**config.mk**
```make
export PLATFORM = sky130hd
export DESIGN_NAME = alu_pipe_hs
export DESIGN_NICKNAME = d
export VERILOG_FILES = /design/src/rtl/alu_pipe_hs.sv
export SDC_FILE = /design/constraint.sdc
export NUM_CORES = 1
export LEC_CHECK = 0
export CORE_ASPECT_RATIO = 1.1
export CORE_MARGIN = 2
export CORE_UTILIZATION = 55
export DETAILED_ROUTE_END_ITERATION = 6
export PLACE_DENSITY = 0.94
export SYNTH_ARGS = -nofsm -noshare
export SYNTH_HDL_FRONTEND = slang
export SYNTH_SLANG_ARGS = --single-unit
```
**constraint.sdc**
```tcl
create_clock -name clk -period 2.2 [get_ports clk]
set_input_delay 0.44 -clock clk [delete_from_list [all_inputs] [get_ports clk]]
set_output_delay 0.44 -clock clk [all_outputs]
set_load 0.02 [all_outputs]
```
**src/rtl/alu_pipe_hs.sv**
```systemverilog
// W-bit ALU with one registered result stage and valid/ready handshakes.
// Opcodes follow MIPS funct encoding; unsupported opcodes give Z=0, err=1.
module alu_pipe_hs #(
    parameter int W   = 8,
    parameter int OPW = 6
) (
    input  logic           clk,
    input  logic           reset,
    input  logic           in_valid,
    output logic           in_ready,
    input  logic [W-1:0]   A,
    input  logic [W-1:0]   B,
    input  logic [OPW-1:0] op,
    output logic           out_valid,
    input  logic           out_ready,
    output logic [W-1:0]   Z,
    output logic           zero,
    output logic           carry,
    output logic           ovf,
    output logic           err
);
    localparam int SHW = $clog2(W);

    localparam logic [OPW-1:0] OP_ADD = OPW'(6'b100000);
    localparam logic [OPW-1:0] OP_SUB = OPW'(6'b100010);
    localparam logic [OPW-1:0] OP_AND = OPW'(6'b100100);
    localparam logic [OPW-1:0] OP_OR  = OPW'(6'b100101);
    localparam logic [OPW-1:0] OP_XOR = OPW'(6'b100110);
    localparam logic [OPW-1:0] OP_NOR = OPW'(6'b100111);
    localparam logic [OPW-1:0] OP_SRL = OPW'(6'b000010);
    localparam logic [OPW-1:0] OP_SRA = OPW'(6'b000011);

    logic [W:0]     sum;
    logic [W:0]     dif;
    logic [SHW-1:0] s;
    logic [W-1:0]   n_z;
    logic           n_carry;
    logic           n_ovf;
    logic           n_err;
    logic           accept;

    assign in_ready = !out_valid || out_ready;
    assign accept   = in_valid && in_ready;

    // Shift operators already yield 0 / sign fill when s >= W.
    always_comb begin
        sum     = {1'b0, A} + {1'b0, B};
        dif     = {1'b0, A} - {1'b0, B};
        s       = B[SHW-1:0];
        n_z     = '0;
        n_carry = 1'b0;
        n_ovf   = 1'b0;
        n_err   = 1'b0;
        unique case (op)
            OP_ADD: begin
                n_z     = sum[W-1:0];
                n_carry = sum[W];
                n_ovf   = (A[W-1] == B[W-1]) && (sum[W-1] != A[W-1]);
            end
            OP_SUB: begin
                n_z     = dif[W-1:0];
                n_carry = dif[W];
                n_ovf   = (A[W-1] != B[W-1]) && (dif[W-1] != A[W-1]);
            end
            OP_AND:  n_z = A & B;
            OP_OR:   n_z = A | B;
            OP_XOR:  n_z = A ^ B;
            OP_NOR:  n_z = ~(A | B);
            OP_SRL:  n_z = A >> s;
            OP_SRA:  n_z = W'($signed(A) >>> s);
            default: n_err = 1'b1;
        endcase
    end

    always_ff @(posedge clk or posedge reset) begin
        if (reset) begin
            out_valid <= 1'b0;
            Z         <= '0;
            zero      <= 1'b0;
            carry     <= 1'b0;
            ovf       <= 1'b0;
            err       <= 1'b0;
        end else if (accept) begin
            out_valid <= 1'b1;
            Z         <= n_z;
            zero      <= (n_z == '0);
            carry     <= n_carry;
            ovf       <= n_ovf;
            err       <= n_err;
        end else if (out_ready) begin
            out_valid <= 1'b0;
        end
    end
endmodule

```
==> flow_results.org, run 1 <==
** Yosys
- Share of async-settable or async-resettable flops after synthesis :: 1.000
- During synthesis, Yosys emitted a total of 0 warnings.
- Net count of the mapped netlist :: around 300
- Flops & latches, synth :: 13
- Unique masters post-synth :: 51
- Mean instance size in the synthesized netlist :: 8.341 um2
- Post-Syn Area :: slightly above 2000 um2
- Number of enable flip-flop cells after synthesis :: 0
- Commonest register cell after synthesis :: dfrtp_1
- Of the synthesized area, sequential elements account for 0.1605.
- After technology mapping, the gate count stands at 243.

** GRT
- Entering global routing, the biggest net connects 20 pins.
- Global routing finished with a remaining overflow of 19.
- For this run, the total global-route usage over all layers was measured as 0.7049.

** Place
- Prior to clock tree synthesis, the placed netlist has a worst setup slack of -837.2 ps.
- Buffers placed on the I/O ports in this run total 39.
- Estimated wirelength of the detail-placed design :: 5573 um
- Post-Place Cells :: 384
- At the end of routability-driven placement, the weighted congestion stood at roughly 0.93.

** Clock network
- Total clock buffers created by CTS :: 3
- Buffer cell driving the clock tree root :: clkbuf_8
- The longest clock path from root to sink contains 2 buffers.
- For this design, the sink count on the clock tree is 13.
- Maximum level of the CTS H-tree :: 1

** Die
- I/O Pins :: 40
- Die extent in x :: between 60 and 70 um
- Die boundary height :: about 68 um
- For this configuration, the core starts out at a cell density of 0.5635.
- Number of rows created at floorplan :: 23

** STA
- GR repair worst EP :: zero$_DFFE_PP0P_/D
- After the last repair the worst path ends at a register data pin.

** Outcome
- The flow did not finish.
- Error :: [ERROR GRT-0232] Routing congestion too high. Check the congestion heatmap in the GUI.
- The flow stopped in global routing (5_1_grt).
what timing repair did:
action | CTS
setup buffers | 8
setup endpoints to repair | 11
pin swaps | 25
gates resized for setup | 72
hold buffers | 0
hold endpoints to repair | 0
cells by family after synthesis:
kind of cell | synth area share
compound gates | 0.2407
simple gates | 0.1500
buf+inv | 0.07592
fa+ha+maj | 0.1679
mux | 0.1358
xor+xnor | 0.06914
flops | 0.1605
Yosys cell counts, drive strengths merged (2+ instances only):
cell type | instances | area [um2]
fa | 2 | 40.04
or3 | 2 | 12.51
o21ai | 15 | 75.07
a31oi | 4 | 25.02
a21oi | 15 | 78.83
and3 | 3 | 18.77
nand2b | 4 | 25.02
buf | 8 | 51.29
a21boi | 2 | 15.01
o22ai | 2 | 12.51
a211oi | 3 | 22.52
mux4 | 5 | 123.9
mux2i | 14 | 140.1
and2 | 2 | 12.51
nor3 | 5 | 25.02
nand3 | 5 | 30.03
nor2 | 17 | 63.81
o211ai | 3 | 22.52
nand4b | 2 | 17.52
xnor2 | 13 | 113.9
nor2b | 2 | 12.51
inv | 22 | 82.58
nand2 | 21 | 78.83
dfrtp | 13 | 325.3
a41oi | 2 | 17.52
a21o | 5 | 37.54
ha | 24 | 300.3
o21bai | 2 | 15.01
clkbuf | 5 | 20.01
a22o | 4 | 35.03
xor2 | 3 | 26.28
metal layers:
layer | global-route usage | GRT overflow
met2 | 0.8671 | 8
met4 | 0.6995 | 11
met1 | 0.6991 | 0
met5 | 0.1429 | 0
met3 | 0.5575 | 0
stage by stage:
stage / cell area, um2 / utilization
global placement: 2963 / 0.8237
floorplan: 2115 / -
CTS: 3212 / 0.8929
detailed placement: 2963 / 0.8237
==> inputs of run 2 (changes only) <==
Settings changed: CORE_ASPECT_RATIO 1.1 to default, CORE_UTILIZATION 55 to 40, PLACE_DENSITY 0.94 to default, PLACE_DENSITY_LB_ADDON from default to 0.15.
==> flow_results.org, run 2 <==
** Cells and area
- Sequential standard cell area :: 325.3 um2
- Leaving out fill and tap cells, the most frequent cell in the layout is buf_4.
- The number of antenna diodes in the final layout is 0.
- More flip-flops sit in one register than any other, and that register is Z.
- In the layout the commonest cells are 73 x buf_4, 23 x clkdlybuf4s50_1, 18 x nand2_1.
- Number of nets in the finished design :: 404
- The register with the most flip-flops in the layout has 8 of them.
- Area taken by multi-input logic gates :: ~1800 um2
- Of the cells placed in the final design, the portion with a size suffix greater than 1 is 0.4359.
- Fill cell count :: 392
- The finished cells cover about 3400 um2.
- Signed area change from the synthesized netlist to the final layout :: 66.73%
- End-of-flow core utilization :: 0.7016

** Clock network
- After clock tree synthesis, the clock-pin slew on the worst setup and hold paths is roughly 60 ps.
- In this run the number of H-tree levels came out at 1.
- Maximum buffer depth of the clock tree :: 2
- Insertion delay of the later-clocked pin in the worst-skew pair :: about 240 ps
- TritonCTS created 3 clock buffers.
- Buffer cell driving the clock tree root :: clkbuf_8
- Number of sinks handled by clock tree synthesis :: 13
- Clock tree from TritonCTS :: built

** Drt
- Using the TritonRoute via totals, the vias-per-cell ratio works out to ~5.3.
- For this run, the detailed router's first-pass iteration total came to 4.
- WL per Instance :: 14.78 um
- The routed design has slightly above 6000 um of wire.
- Antenna Violating Nets Remaining :: 0
- After detailed routing, the number of remaining DRC violations is 0.
- DRT iter0 DRCs :: between 100 and 150
- Vias :: around 2200

** Place
- The HPWL after detailed placement is roughly 4600 um.
- After detailed placement, the total cell area comes to slightly below 3000 um2.
- Weighted congestion reported at the end of routability-driven placement :: between 0.8 and 0.9
- During placement, the flow inserted port buffers numbering 39.

** Critical path
- Maximum single-stage delay on the critical path :: around 380 ps
- The worst setup path is captured at a register.
- Kind of cell adding the most delay to the critical path :: compound AO/OA/AOI/OAI gates
- Largest driver fanout on the critical path :: 4
- Data on the critical path is required at its endpoint by about 2400 ps.
- Traced cell by cell, the critical path runs through clkdlybuf4s15_1 > inv_2 > ha_4 > nor2b_2 > or3_4 > a41oi_2 > o31a_1 > xnor2_2 > o221ai_2 > o41ai_2.
- STA classifies the critical path startpoint as an input port.
- Counting both buffers and inverters, the worst setup path holds a total of 2.
- Cell with the largest stage delay on the worst path :: or3_4
- Arrival time at the worst endpoint :: around 2300 ps
- CP Class :: in2reg

** Die
- Initial core utilization :: 0.4208
- I/O Pins :: 40
- Floorplan core area :: 4817 um2
- The die covers about 5700 um2.
- After floorplanning, the core was divided into 25 placement rows.
- Measured along the x axis, the die boundary spans around 75 um.
- Die boundary height :: ~75 um

** STA
- Final-report hold violation count :: 0
- Final hold analysis gives a worst-case slack of around 490 ps.
- Worst slew margin relative to its limit :: 0.6681
- Actual transition at the worst max-transition pin :: around 500 ps
- Highest attainable clock frequency :: about 460 MHz
- Final setup violating endpoints :: 0
- Portion of the clock cycle consumed by the worst path in the final layout :: 0.9893
- Setup repair after global routing could not meet its margin everywhere.
- Max-slew violation count :: 0
- Min cycle time layout :: 2176 ps
- Between clock sinks in the finished design, the worst skew comes to about 4.5 ps.

** Yosys
- Ranking of synthesized cells by area :: dfrtp_1 16%, ha_1 15%, mux2i_1 6.9%
- Number of enable flip-flop cells after synthesis :: 0
- Among all flip-flop cells after synthesis, the most frequent one is dfrtp_1.
- Synthesis produced a netlist with a net count of around 300.
- Dividing the synthesized area by the synthesized cell count gives 8.341 um2.
- Number of warnings printed during yosys synthesis :: 0
- Area share of the largest cell type after synthesis :: 0.1605
- In this run the cell area of the synthesized design comes to 2027 um2.
- Yosys mapped the design onto between 50 and 60 distinct sky130hd cell types.
- The synthesized design contains 13 register bits.
- For this run, asynchronously set or reset flops after synthesis account for 1.000.
- The largest total area in the synthesized netlist belongs to dfrtp_1.
- For this run, the register share of the synthesized area comes to 0.1605.
- Most used standard cells in the synthesized netlist :: 24 x ha_1, 22 x inv_1, 21 x nand2_1, 17 x nor2_1, 15 x o21ai_0
- Most common cell in the synthesized netlist :: ha_1
- Post-synthesis instance total :: ~240

** Power
- After layout, the design draws a total of around 1.2 mW.
- Peak ir drop on the vdd network :: 0.0002607 V
- Power per Cell Area :: around 350 nW/um2
- Leakage dissipation :: ~1.5 nW

** GRT
- The initial antenna violation count came to 0.
- Summed over all layers, the global routing overflow is 0.
- Entering global routing, the biggest net connects 20 pins.
- For this run, the total global-route usage over all layers was measured as 0.2235.
- The number of global-route vias before repair came to about 2200.
- The first global-routing pass estimated slightly below 10000 um of wire.

** Outcome
- The flow ran to the end, and the final reports show no timing, DRC or antenna violations.

** Run
- Max-cap check violation count :: 0

** Hold path
- The tightest min-delay check is of the reg2reg type.
==> run 2: cell counts after synthesis <==
Identical to the previous run, type by type.
==> run 2: power by group <==
| part | leakage (nW) | switching, mW | internal, mW |
|---|---|---|---|
| registers | 0.168 | 0.00706 | 0.252 |
| logic | 1.36 | 0.328 | 0.367 |
| clock network | 0.0255 | 0.0886 | 0.125 |
| total | 1.55 | 0.424 | 0.745 |
==> run 2: what timing repair did <==
action | in CTS | in global routing
gates cloned | 0 | 1
pin swaps | 27 | 11
setup endpoints to repair | 10 | 6
resized for setup | 70 | 45
setup buffers | 10 | 4
hold buffers | 0 | 0
==> run 2: cells by family (layout without fill, tap and decap cells) <==
family / after synthesis / in the layout / share of synthesized area
and+or+nand+nor: 64 / 64 / 0.1500
DFF: 13 / 13 / 0.1605
adders and majority gates: 26 / 26 / 0.1679
AOI/OAI and AO/OA: 69 / 69 / 0.2407
xor gates and xnor gates: 16 / 16 / 0.06914
muxes: 20 / 20 / 0.1358
buffers and inverters: 35 / 143 / 0.07592
==> run 2: area by class of cell <==
| cell class | instances | share of cell area |
|---|---|---|
| inverters | 22 | 0.02740 |
| flip-flops and latches | 13 | 0.09626 |
| clock inverters | 1 | 0.001481 |
| multi-input cells | 195 | 0.5413 |
| clock buffers | 3 | 0.01222 |
| well taps | 67 | 0.02481 |
| repair buffers | 117 | 0.2966 |
==> run 2: worst min-delay path, cell delays in order (launching register included) <==
cell	delay (ps)
dfrtp_1	350
nand2_1	50
o31ai_1	50
==> run 2: per-layer routing <==
| metal | track usage | vias to the layer above | part of all wire |
|---|---|---|---|
| met4 | 0.04288 | 0 | 0.0086 |
| met5 | 0 | - | 0 |
| met1 | 0.2889 | 1049 | 0.46 |
| li1 | - | 1083 | - |
| met3 | 0.01740 | 8 | 0.038 |
| met2 | 0.4094 | 56 | 0.49 |
==> run 2: per-stage QoR <==
stage | setup slack (ps) | TNS, ps | cells
after global routing | -67.93 | -83.90 | 418
after CTS | -14.45 | -14.45 | 413
final | 23.56 | 0 | 418
after detailed placement | -787.1 | -5748 | 399
after floorplan | -128.9 | -255.9 | 243
after global placement | -756.1 | -5469 | 399
==> run 2: final timing paths <==
| path | cells after the start | endpoint | from | slack [ps] |
|---|---|---|---|---|
| max in group asynchronous | 2 | ovf | reset | 1350 |
| max reg2reg | 5 | err | out_valid | 740 |
| min reg2reg | 2 | ovf | ovf | 490 |
| min | 2 | ovf | ovf | 490 |
| max | 10 | zero | A[3] | 20 |
| min in group asynchronous | 2 | Z[5] | reset | 520 |
Power figures use the tool's default switching activity.
